[src/rtl/pixel_array_pkg.sv]
// pixel_array_pkg
//   Shared definitions for the pixel array controller:
//   - parameter defaults for pixel count, data width, erase length and
//     exposure-time width
//   - the controller state enumeration
//   - a helper that sizes the shared phase counter
package pixel_array_pkg;

  localparam int DEF_N_PIX     = 4;
  localparam int DEF_DATA_W    = 8;
  localparam int DEF_ERASE_CYC = 5;
  localparam int DEF_EXP_W     = 8;

  typedef enum logic [2:0] {
    ST_IDLE    = 3'd0,
    ST_ERASE   = 3'd1,
    ST_EXPOSE  = 3'd2,
    ST_CONVERT = 3'd3,
    ST_READOUT = 3'd4
  } state_t;

  // Width of the shared phase counter: wide enough for the exposure time,
  // the conversion ramp and the erase length.
  function automatic int cnt_width(input int data_w, input int exp_w, input int erase_cyc);
    int w;
    w = data_w;
    if (exp_w > w) w = exp_w;
    if ($clog2(erase_cyc + 1) > w) w = $clog2(erase_cyc + 1);
    return w;
  endfunction

endpackage

[src/rtl/pixel_array_ctrl_if.sv]
// pixel_array_ctrl_if
//   Readout stream carrying one converted pixel per valid/ready handshake.
//   Signals:
//     pix_valid  controller -> sink   pixel sample available
//     pix_ready  sink -> controller   sink accepts the sample
//     pix_data   controller -> sink   captured pixel value (DATA_W)
//     pix_idx    controller -> sink   pixel index (clog2(N_PIX))
//   Modports: master (controller side), slave (sink side).
interface pixel_array_ctrl_if #(
  parameter int N_PIX  = 4,
  parameter int DATA_W = 8
);
  localparam int IDX_W = $clog2(N_PIX);

  logic              pix_valid;
  logic              pix_ready;
  logic [DATA_W-1:0] pix_data;
  logic [IDX_W-1:0]  pix_idx;

  modport master (
    output pix_valid,
    output pix_data,
    output pix_idx,
    input  pix_ready
  );

  modport slave (
    input  pix_valid,
    input  pix_data,
    input  pix_idx,
    output pix_ready
  );

endinterface

[src/rtl/gray_counter.sv]
// gray_counter
//   Binary up-counter with a registered Gray-coded copy of its value.
//   Both outputs are registered, so gray always equals bin ^ (bin >> 1).
//   Ports:
//     clk    clock
//     rst_n  asynchronous active-low reset (clears both outputs)
//     en     advance the count by one
//     clr    synchronous clear to zero (has priority over en)
//     bin    binary count
//     gray   Gray code of bin
module gray_counter #(
  parameter int WIDTH = 8
) (
  input  logic             clk,
  input  logic             rst_n,
  input  logic             en,
  input  logic             clr,
  output logic [WIDTH-1:0] bin,
  output logic [WIDTH-1:0] gray
);

  logic [WIDTH-1:0] bin_reg;
  logic [WIDTH-1:0] gray_reg;
  logic [WIDTH-1:0] bin_inc;

  assign bin_inc = bin_reg + 1'b1;

  always_ff @(posedge clk or negedge rst_n) begin
    if (!rst_n) begin
      bin_reg  <= '0;
      gray_reg <= '0;
    end else if (clr) begin
      bin_reg  <= '0;
      gray_reg <= '0;
    end else if (en) begin
      bin_reg  <= bin_inc;
      // Gray of the next value, so the registered pair stays consistent.
      gray_reg <= bin_inc ^ (bin_inc >> 1);
    end
  end

  assign bin  = bin_reg;
  assign gray = gray_reg;

endmodule

[src/rtl/pixel_array_ctrl.sv]
// pixel_array_ctrl
//   Frame sequencer for a small array of pixel sensors sharing one data bus.
//   Phases: IDLE -> ERASE -> EXPOSE -> CONVERT -> READOUT -> (ERASE | IDLE).
//   During CONVERT a Gray-coded ramp is driven on the shared bus; during
//   READOUT each pixel is selected in turn, its bus value captured after one
//   settle cycle and offered on the readout stream.
//   Ports:
//     clk, rst_n          clock, asynchronous active-low reset
//     start               frame request (only honoured in IDLE)
//     cont                continuous mode, sampled on the final handshake
//     exp_time            exposure length in cycles, latched at frame start
//     erase/expose/convert pixel phase controls
//     read                one-hot pixel read select
//     data_oe, data_drv   bus drive enable and Gray ramp value
//     data_in             sampled bus value
//     pix                 readout stream (master side)
//     busy                controller not idle
//     frame_done          one-cycle pulse on the last pixel handshake
module pixel_array_ctrl
  import pixel_array_pkg::*;
#(
  parameter int N_PIX     = DEF_N_PIX,
  parameter int DATA_W    = DEF_DATA_W,
  parameter int ERASE_CYC = DEF_ERASE_CYC,
  parameter int EXP_W     = DEF_EXP_W
) (
  input  logic                clk,
  input  logic                rst_n,
  input  logic                start,
  input  logic                cont,
  input  logic [EXP_W-1:0]    exp_time,
  output logic                erase,
  output logic                expose,
  output logic                convert,
  output logic [N_PIX-1:0]    read,
  output logic                data_oe,
  output logic [DATA_W-1:0]   data_drv,
  input  logic [DATA_W-1:0]   data_in,
  pixel_array_ctrl_if.master  pix,
  output logic                busy,
  output logic                frame_done
);

  localparam int IDX_W = $clog2(N_PIX);
  localparam int CNT_W = cnt_width(DATA_W, EXP_W, ERASE_CYC);

  localparam logic [CNT_W-1:0] ERASE_LOAD = CNT_W'(ERASE_CYC - 1);
  localparam logic [IDX_W-1:0] LAST_IDX   = IDX_W'(N_PIX - 1);

  state_t             state_reg, state_next;
  logic [CNT_W-1:0]   cnt_reg, cnt_next;
  logic [EXP_W-1:0]   exp_reg, exp_next;
  logic [IDX_W-1:0]   idx_reg, idx_next;
  logic               valid_reg, valid_next;
  logic [DATA_W-1:0]  data_reg, data_next;

  logic [DATA_W-1:0]  ramp_bin;
  logic [DATA_W-1:0]  ramp_gray;
  logic [CNT_W-1:0]   expose_load;
  logic               handshake;
  logic               last_pix;

  // Exposure of zero still gets one cycle; counter holds length-1.
  assign expose_load = (exp_reg == '0) ? '0 : (CNT_W'(exp_reg) - 1'b1);

  assign last_pix  = (idx_reg == LAST_IDX);
  assign handshake = (state_reg == ST_READOUT) && valid_reg && pix.pix_ready;

  // Ramp generator: held clear outside CONVERT so it restarts at 0 on entry.
  gray_counter #(
    .WIDTH (DATA_W)
  ) u_ramp (
    .clk   (clk),
    .rst_n (rst_n),
    .en    (state_reg == ST_CONVERT),
    .clr   (state_reg != ST_CONVERT),
    .bin   (ramp_bin),
    .gray  (ramp_gray)
  );

  always_ff @(posedge clk or negedge rst_n) begin
    if (!rst_n) begin
      state_reg <= ST_IDLE;
      cnt_reg   <= '0;
      exp_reg   <= '0;
      idx_reg   <= '0;
      valid_reg <= 1'b0;
      data_reg  <= '0;
    end else begin
      state_reg <= state_next;
      cnt_reg   <= cnt_next;
      exp_reg   <= exp_next;
      idx_reg   <= idx_next;
      valid_reg <= valid_next;
      data_reg  <= data_next;
    end
  end

  always_comb begin
    state_next = state_reg;
    cnt_next   = cnt_reg;
    exp_next   = exp_reg;
    idx_next   = idx_reg;
    valid_next = valid_reg;
    data_next  = data_reg;

    case (state_reg)
      ST_IDLE: begin
        if (start) begin
          exp_next   = exp_time;
          cnt_next   = ERASE_LOAD;
          state_next = ST_ERASE;
        end
      end

      ST_ERASE: begin
        if (cnt_reg == '0) begin
          cnt_next   = expose_load;
          state_next = ST_EXPOSE;
        end else begin
          cnt_next = cnt_reg - 1'b1;
        end
      end

      ST_EXPOSE: begin
        if (cnt_reg == '0) begin
          state_next = ST_CONVERT;
        end else begin
          cnt_next = cnt_reg - 1'b1;
        end
      end

      ST_CONVERT: begin
        // Last ramp step is when the binary count is all ones.
        if (ramp_bin == '1) begin
          idx_next   = '0;
          valid_next = 1'b0;
          state_next = ST_READOUT;
        end
      end

      ST_READOUT: begin
        if (!valid_reg) begin
          // Settle cycle: READ has been high for one cycle, capture the bus.
          data_next  = data_in;
          valid_next = 1'b1;
        end else if (pix.pix_ready) begin
          valid_next = 1'b0;
          if (last_pix) begin
            idx_next = '0;
            if (cont) begin
              exp_next   = exp_time;
              cnt_next   = ERASE_LOAD;
              state_next = ST_ERASE;
            end else begin
              state_next = ST_IDLE;
            end
          end else begin
            idx_next = idx_reg + 1'b1;
          end
        end
      end

      default: begin
        state_next = ST_IDLE;
      end
    endcase
  end

  // Phase outputs decode directly from the state register so they switch on
  // the same edge as the state. READ only asserts in READOUT and DATA_OE
  // only in CONVERT, so the two can never overlap on the bus.
  assign erase   = (state_reg == ST_ERASE);
  assign expose  = (state_reg == ST_EXPOSE);
  assign convert = (state_reg == ST_CONVERT);
  assign data_oe = (state_reg == ST_CONVERT);
  assign data_drv = data_oe ? ramp_gray : '0;
  assign busy    = (state_reg != ST_IDLE);

  generate
    for (genvar gi = 0; gi < N_PIX; gi++) begin : g_read
      assign read[gi] = (state_reg == ST_READOUT) && (idx_reg == IDX_W'(gi));
    end
  endgenerate

  assign frame_done = handshake && last_pix;

  assign pix.pix_valid = valid_reg;
  assign pix.pix_data  = data_reg;
  assign pix.pix_idx   = idx_reg;

endmodule

[src/flat_wrapper.sv]
// flat-port wrapper written by rule: the top's interface ports become plain ports
module pixel_array_ctrl_flat import pixel_array_pkg::*;
#(
  parameter int N_PIX     = DEF_N_PIX,
  parameter int DATA_W    = DEF_DATA_W,
  parameter int ERASE_CYC = DEF_ERASE_CYC,
  parameter int EXP_W     = DEF_EXP_W
)
  (clk, rst_n, start, cont, exp_time, erase, expose, convert, read, data_oe, data_drv, data_in, busy, frame_done, pix_pix_valid, pix_pix_data, pix_pix_idx, pix_pix_ready);
  pixel_array_ctrl_if #(.N_PIX(N_PIX), .DATA_W(DATA_W)) pix_i ();
  input  logic clk;
  input  logic rst_n;
  input  logic start;
  input  logic cont;
  input  logic [EXP_W-1:0] exp_time;
  output logic erase;
  output logic expose;
  output logic convert;
  output logic [N_PIX-1:0] read;
  output logic data_oe;
  output logic [DATA_W-1:0] data_drv;
  input  logic [DATA_W-1:0] data_in;
  output logic busy;
  output logic frame_done;
  output wire logic [$bits(pix_i.pix_valid)-1:0] pix_pix_valid;
  output wire logic [$bits(pix_i.pix_data)-1:0] pix_pix_data;
  output wire logic [$bits(pix_i.pix_idx)-1:0] pix_pix_idx;
  input wire logic [$bits(pix_i.pix_ready)-1:0] pix_pix_ready;
  assign pix_pix_valid = pix_i.pix_valid;
  assign pix_pix_data = pix_i.pix_data;
  assign pix_pix_idx = pix_i.pix_idx;
  assign pix_i.pix_ready = pix_pix_ready;
  pixel_array_ctrl #(.N_PIX(N_PIX), .DATA_W(DATA_W), .ERASE_CYC(ERASE_CYC), .EXP_W(EXP_W)) u_core (.clk(clk), .rst_n(rst_n), .start(start), .cont(cont), .exp_time(exp_time), .erase(erase), .expose(expose), .convert(convert), .read(read), .data_oe(data_oe), .data_drv(data_drv), .data_in(data_in), .pix(pix_i), .busy(busy), .frame_done(frame_done));
endmodule
[config.mk]
export PLATFORM = sky130hd
export DESIGN_NAME = pixel_array_ctrl_flat
export DESIGN_NICKNAME = d
export VERILOG_FILES = /design/src/rtl/pixel_array_pkg.sv /design/src/rtl/pixel_array_ctrl_if.sv /design/src/rtl/gray_counter.sv /design/src/rtl/pixel_array_ctrl.sv /design/src/flat_wrapper.sv
export SDC_FILE = /design/constraint.sdc
export NUM_CORES = 1
export LEC_CHECK = 0
export ABC_CLOCK_PERIOD_IN_PS = 2400
export BUFFER_PORTS_ARGS = -buffer_cell sky130_fd_sc_hd__buf_4
export CAP_MARGIN = 20
export CORE_ASPECT_RATIO = 0.5
export CORE_MARGIN = 1
export CORE_UTILIZATION = 42
export CTS_BUF_LIST = sky130_fd_sc_hd__clkbuf_8 sky130_fd_sc_hd__clkbuf_16
export DETAILED_ROUTE_END_ITERATION = 8
export PLACE_DENSITY = 0.62
export SYNTH_ARGS = -nofsm -noshare
export SYNTH_HDL_FRONTEND = slang
export SYNTH_HIERARCHICAL = 1
export SYNTH_SLANG_ARGS = --single-unit
[constraint.sdc]
create_clock -name clk -period 2.4 [get_ports clk]
set_input_delay 0.12 -clock clk [delete_from_list [all_inputs] [get_ports clk]]
set_output_delay 0.12 -clock clk [all_outputs]
set_load 0.05 [all_outputs]
==> metrics.md, run 1 <==
| Metric | Value |
|---|---|
| Post-synthesis sequential area ratio | `40.4%` |
| Final Hold Vio Count | `0` |
| Library cells used by synthesis | `62` |
| Max Buffers Root-to-Sink | `2` |
| Setup Fix Bufs, Post-CTS | `0` |
| Avg WL per Cell | `14.0 um` |
| # setup viols final | `0` |
| Worst ir drop on vdd | `0.000247 V` |
| Crit Path Class | `reg2reg` |
| Hold_sp | `exp_time[1]` |
| Routing usage on met2 | `31.7%` |
| Worst slew pin tran | `0.860 ns` |
| Dominant cell type by area after synthesis | `dfrtp_1` |
| GR Util met1 | `25.4%` |
| Ys async rst share | `100%` |
| Reg power frac | `51.0%` |
| Dpl hpwl | `4390 um` |
| FF-to-FF Start | `u_core/exp_reg[3]$_DFFE_PN0P_` |
| CTS sink count | `45` |
| Skew final | `0.00663 ns` |
| Synth Area in Adders | `4.04%` |
| Htree depth | `2` |
| Crit path required time | `2.54 ns` |
| Compound-Gate Fraction of Synth Area | `16.0%` |
| Routability cong. | `0.866` |
| Reg2Reg Setup Slack | `0.26 ns` |
| Combinational family with the most area after synthesis | `simple AND/OR/NAND/NOR gates` |
| CTS buffer count | `5` |
| Top Ports | `50` |
| Seq cells post-synth | `45` |
| F_max | `0.468 GHz` |
| Reg clk slew, reported paths | `0.07 ns` |
| Vias in the first global route | `2203` |
| Grt ovf | `0` |
| Root Driver | `clkbuf_16` |
| HP Class | `in2reg` |
| Tcrit/Tclk final | `89.0%` |
| Starting density of the core | `44.7%` |
| Synth area leaders | `dfrtp_1 40%, mux2_2 6.9%, ha_1 4.0%` |
| Setup_tns | `0 ns` |
| Simple-gate area share of the yosys netlist | `22.0%` |
| Total Wirelength | `6030 um` |
| Syn Nets | `321` |
| Core footprint | `0.00623 mm^2` |
| Largest net degree at the start of global routing | `46` |
| Fill cell count | `554` |
| First-pass GRT wire length | `10300 um` |
| Drt pass-1 iters | `5` |
| Share of cells above drive strength 1 | `27.6%` |
| CTS tree | `yes` |
| CP Max Fanout | `5` |
| Yosys top cell area share | `40.4%` |
| Iter 0 DRT Violations | `187` |
| Worst R2R End | `u_core/cnt_reg[7]$_DFFE_PN0P_` |
| Crit path DAT | `2.27 ns` |
| Area growth syn-to-layout | `21.4%` |
| Synthesized instance count | `291` |
| Worst Setup End Kind | `flip-flop` |
| Hold EP | `u_core/exp_reg[1]$_DFFE_PN0P_` |
| Chip width | `117 um` |
| Crit path time final | `2.14 ns` |
| Worst-Skew Late Latency | `0.29 ns` |
| Area of the die | `0.00698 mm^2` |
| Crit start category | `flip-flop` |
| Syn_area_per_cell | `9.58 um^2` |
| Switch share | `21.5%` |
| Synthesized area | `0.00279 mm^2` |
| Final Slew Violations | `0` |
| Pwr per Cell Area | `439 mW/mm^2` |
| Most frequent cells in the layout | `55 x buf_4, 45 x dfrtp_1, 23 x nor2_1` |
| Commonest non-fill, non-tap cell in the layout | `buf_4` |
| P_int | `0.00117 W` |
| Via density | `5.41` |
| Clock share of power | `46.1%` |
| Fin nets | `373` |
| Mux contribution to synthesized area | `7.59%` |
| Row count | `20` |
| Post-synth EDFFs | `0` |
| Hold Path Depth | `3` |
| Maxcap violations | `0` |
| Status | `finished, final reports clean` |
| Initial antenna violation count | `0` |
| N_diodes | `0` |
| Top Usage Layer GRT | `met2` |
| ANT nets after route | `0` |
| Combinational power share | `2.9%` |
| Max-slew headroom | `42.4%` |
| RSZ-0062 raised after global routing | `no` |
| Util after Layout | `54.3%` |
| FF-to-FF path depth | `5` |
| Die Height | `59.6 um` |
| Synth warnings | `6` |
| GR Util All Layers | `19.0%` |
| I/O Buffers | `49` |
| Reported net switching power | `0.000320 W` |
| Via count | `2335` |
| Top_reg_cell synth | `dfrtp_1` |
| Static leakage | `1.60 nW` |
| Routing usage on met3 | `5.21%` |
| XOR/XNOR Fraction of Synth Area | `4.71%` |
| # DRC | `0` |
-- cell usage after synthesis, types with 2 or more instances --
master     number
a211oi_1        2
a21oi_1        11
a221oi_1        2
a311oi_1        2
a31oi_1         2
and2_1         12
and3_1          2
buf_2           3
buf_4           3
clkbuf_1        4
dfrtp_1        45
ha_1            9
inv_1          15
mux2_2         17
mux2i_1         2
nand2_1        20
nand2b_1        2
nand3_1         5
nand3b_1        2
nand4_1         5
nor2_1         23
nor2b_1         3
nor3_1          7
nor3b_1         3
nor4_1          3
o211ai_1        2
o21a_1          3
o21ai_0        20
o21ai_1         2
o21bai_1        2
o221ai_1        3
o22ai_1         3
o2bb2ai_1       2
o31ai_1         3
or2_2           2
or2b_2          2
or3_1           4
or4_4           2
xnor2_1         9
xor2_1          6
-- kinds of logic (layout without fill, tap and decap cells) --
logic type                 Yosys count  in the layout
adders and majority gates            9              9
buffers and inverters               27             80
and+or+nand+nor                    108            108
DFF                                 45             45
AOI/OAI and AO/OA                   68             68
xor gates and xnor gates            15             15
muxes                               19             19
-- worst max path at each step --
| stage | to | start | slack (ns) | cells after the start |
|---|---|---|---|---|
| after global placement | u_core/cnt_reg[0]$_DFFE_PN0P_ | u_core/cnt_reg[3]$_DFFE_PN0P_ | 0.30 | 5 |
| after detailed placement | u_core/cnt_reg[7]$_DFFE_PN0P_ | u_core/exp_reg[3]$_DFFE_PN0P_ | 0.28 | 5 |
| after CTS | u_core/cnt_reg[7]$_DFFE_PN0P_ | u_core/exp_reg[3]$_DFFE_PN0P_ | 0.27 | 5 |
| after global routing | u_core/cnt_reg[0]$_DFFE_PN0P_ | u_core/state_reg[2]$_DFFE_PN0P_ | 0.12 | 7 |
| final | u_core/cnt_reg[7]$_DFFE_PN0P_ | u_core/exp_reg[3]$_DFFE_PN0P_ | 0.26 | 5 |
| after floorplan | u_core/u_ramp/gray[5]$_DFFE_PN0P_ | u_core/state_reg[1]$_DFFE_PN0P_ | 0.25 | 7 |
-- per-layer routing --
layer  vias to the layer above  share of wire (%)
met5                         -                  0
met4                         0               0.32
met3                         2                3.6
met2                        45                 48
met1                      1135                 48
li1                       1153                  -
-- critical path: stages, from the launching register on --
cell and delay, ns:
dfrtp_1 0.42, or4_4 0.57, nor4_1 0.20, mux2_2 0.38, a221oi_1 0.30, o31ai_1 0.11
-- through the flow --
| step | setup slack [ns] | cells | power [W] | hold slack (ns) | cell area [um^2] |
|---|---|---|---|---|---|
| floorplan | 0.253 | 291 | 0.000774 | -0.176 | 2790 |
| global placement | 0.300 | 423 | 0.000815 | 0.156 | 3220 |
| detailed placement | 0.280 | 423 | 0.000816 | 0.168 | 3220 |
| CTS | 0.270 | 432 | 0.00151 | 0.0517 | 3380 |
| global route | 0.120 | 432 | 0.00154 | 0.0638 | 3380 |
| finish | 0.265 | 432 | 0.00149 | 0.0551 | 3380 |
-- power groups by stage --
stage          Clock (W)  Combinational [W]  Sequential [W]
2_1_floorplan          0         0.00000103        0.000773
3_3_place_gp           0          0.0000424        0.000773
3_5_place_dp           0          0.0000431        0.000773
4_1_cts         0.000703          0.0000445        0.000758
5_1_grt         0.000733          0.0000487        0.000758
6_report        0.000685          0.0000425        0.000758
-- area by class of cell --
class / count / area [um^2] / share of cell area [%]
Tap cell: 88 / 110 / 3.26
Clock inverter: 3 / 22.5 / 0.666
Multi-Input combinational cell: 219 / 1520 / 44.8
Clock buffer: 5 / 125 / 3.70
Inverter: 16 / 60.1 / 1.78
Timing Repair Buffer: 56 / 423 / 12.5
Sequential cell: 45 / 1130 / 33.3
-- what timing repair did --
item                                   CTS  global route
hold buffers                             1             0
resized for setup                        0             0
endpoints found under the hold margin   45             0
(Power assumes the default switching activity.)
==> run 2: changes to the inputs <==
CELL_PAD_IN_SITES_DETAIL_PLACEMENT = 1   (was unset)
CELL_PAD_IN_SITES_GLOBAL_PLACEMENT = 1   (was unset)
PLACE_DENSITY = 0.78   (was 0.62)
==> metrics.md, run 2 (synthesis results as in run 1) <==
| Metric | Value |
|---|---|
| Util after Layout | `54.0%` |
| Via count | `2351` |
| Htree depth | `2` |
| Final worst slack | `0.212 ns` |
| Die Height | `59.6 um` |
| Fill cell count | `711` |
| Most frequent cells in the layout | `53 x buf_4, 45 x dfrtp_1, 23 x nor2_1` |
| Total Wirelength | `7140 um` |
| Worst-Skew Late Latency | `0.29 ns` |
| Starting density of the core | `44.7%` |
| Skew final | `0.00890 ns` |
| CP top delay family | `compound AO/OA/AOI/OAI gates` |
| CTS sink count | `45` |
| Area of the die | `0.00698 mm^2` |
| Post-Place Setup Slack | `0.257 ns` |
| Top Ports | `50` |
| CP Cell Sequence | `or2_2, a32o_1, o211ai_1, o21bai_1, o2bb2ai_1` |
| CP Buf/Inv Count | `0` |
| Max Buffers Root-to-Sink | `2` |
| GR Util All Layers | `22.3%` |
| Root Driver | `clkbuf_16` |
| Hold_ws | `0.0348 ns` |
| ANT nets after route | `0` |
| # DRC | `0` |
| Final Power | `0.00149 W` |
| Final Hold Vio Count | `0` |
| Crit path largest cell delay | `0.71 ns` |
| Core footprint | `0.00623 mm^2` |
| Final Slew Violations | `0` |
| Maxcap violations | `0` |
| Commonest non-fill, non-tap cell in the layout | `buf_4` |
| F_max | `0.457 GHz` |
| Worst ir drop on vdd | `0.000305 V` |
| Row count | `20` |
| Setup_tns | `0 ns` |
| First-pass GRT wire length | `11800 um` |
| Crit path time final | `2.19 ns` |
| Vias in the first global route | `2472` |
| Setup Fix Bufs, Post-CTS | `0` |
| I/O Buffers | `49` |
| Iter 0 DRT Violations | `72` |
| HP Class | `in2reg` |
| Reg2Reg Setup Slack | `0.21 ns` |
| Dpl hpwl | `5310 um` |
| Tcrit/Tclk final | `91.2%` |
| CTS buffer count | `5` |
| Largest net degree at the start of global routing | `46` |
| # setup viols final | `0` |
| Area growth syn-to-layout | `20.7%` |
| Post-CTS resize count | `0` |
| Static leakage | `1.60 nW` |
| Avg WL per Cell | `16.6 um` |
| Fin nets | `371` |
| Share of cells above drive strength 1 | `26.7%` |
| Drt pass-1 iters | `6` |
| Pwr per Cell Area | `443 mW/mm^2` |
| Crit start category | `flip-flop` |
| Grt ovf | `0` |
| Crit Path Class | `reg2reg` |
| Max-slew headroom | `40.9%` |
| Critical path's slowest cell | `o211ai_1` |
| Via density | `5.48` |
| Crit path required time | `2.60 ns` |
| Crit path DAT | `2.39 ns` |
| CP Max Fanout | `13` |
| CTS tree | `yes` |
| N_diodes | `0` |
| Worst slew pin tran | `0.882 ns` |
| Initial antenna violation count | `0` |
| RSZ-0062 raised after global routing | `no` |
| Reg clk slew, reported paths | `0.07 ns` |
| Chip width | `117 um` |
| Worst Setup End Kind | `flip-flop` |
| Status | `finished, final reports clean` |
| Routability cong. | `0.800` |
## run 2: cell types whose count changed in the layout (fill, tap and decap cells not counted)
cell,change
clkbuf_8,+1
clkinvlp_4,-3
buf_4,-2
inv_1,+1
## run 2: path summary, 6_finish.rpt
kind / start / endpoint / cells past startpoint
min reg2reg: u_core/pix.pix_data[7]$_DFFE_PN0P_ / u_core/pix.pix_data[7]$_DFFE_PN0P_ / 1
max reg2reg: u_core/state_reg[1]$_DFFE_PN0P_ / u_core/cnt_reg[2]$_DFFE_PN0P_ / 5
max in group asynchronous: rst_n / u_core/u_ramp/bin[0]$_DFFE_PN0P_ / 2
min in group asynchronous: rst_n / u_core/cnt_reg[6]$_DFFE_PN0P_ / 2
min: exp_time[1] / u_core/exp_reg[1]$_DFFE_PN0P_ / 3
max: u_core/state_reg[1]$_DFFE_PN0P_ / u_core/cnt_reg[2]$_DFFE_PN0P_ / 5
## run 2: report_power, final
group          internal, W  total (W)  switching (W)
sequential        0.000759   0.000759              0
clock             0.000405   0.000687       0.000282
combinational    0.0000223  0.0000430      0.0000208
total              0.00119    0.00149       0.000303
## run 2: what timing repair did
action / 4_1_cts / 5_1_grt
endpoints found under the setup margin: 0 / 0
hold buffers: 1 / 0
hold endpoints to repair: 45 / 0
## run 2: routing by layer
metal / wire (um) / global-route usage (%) / part of all wire [%] / vias up
li1: - / - / - / 1140
met1: 3220 / 26.7 / 45 / 1164
met2: 3580 / 39.4 / 50 / 33
met3: 214 / 5.62 / 3.0 / 14
met4: 121 / 8.14 / 1.7 / 0
met5: 0 / 0 / 0 / -
## run 2: worst min-delay path: cells and delay by family
family	cells	cell delay, ns
compound gates	1	0.06
simple gates	1	0.03
buf+inv	1	0.08
## run 2: cell type report
type                    instances  area (um^2)  area share, %
repair buffers                 54          408           12.1
flip-flops and latches         45         1130           33.5
inverters                      16         60.1           1.79
multi-input cells             219         1520           45.1
clock buffers                   6          139           4.13
well taps                      88          110           3.28
clock inverters                 1         3.75          0.112
## run 2: metrics by stage
stage	cell area [um^2]	cells
6_report	3360	429
5_1_grt	3360	429
4_1_cts	3360	429
3_5_place_dp	3210	421
3_3_place_gp	3210	421
2_1_floorplan	2790	291
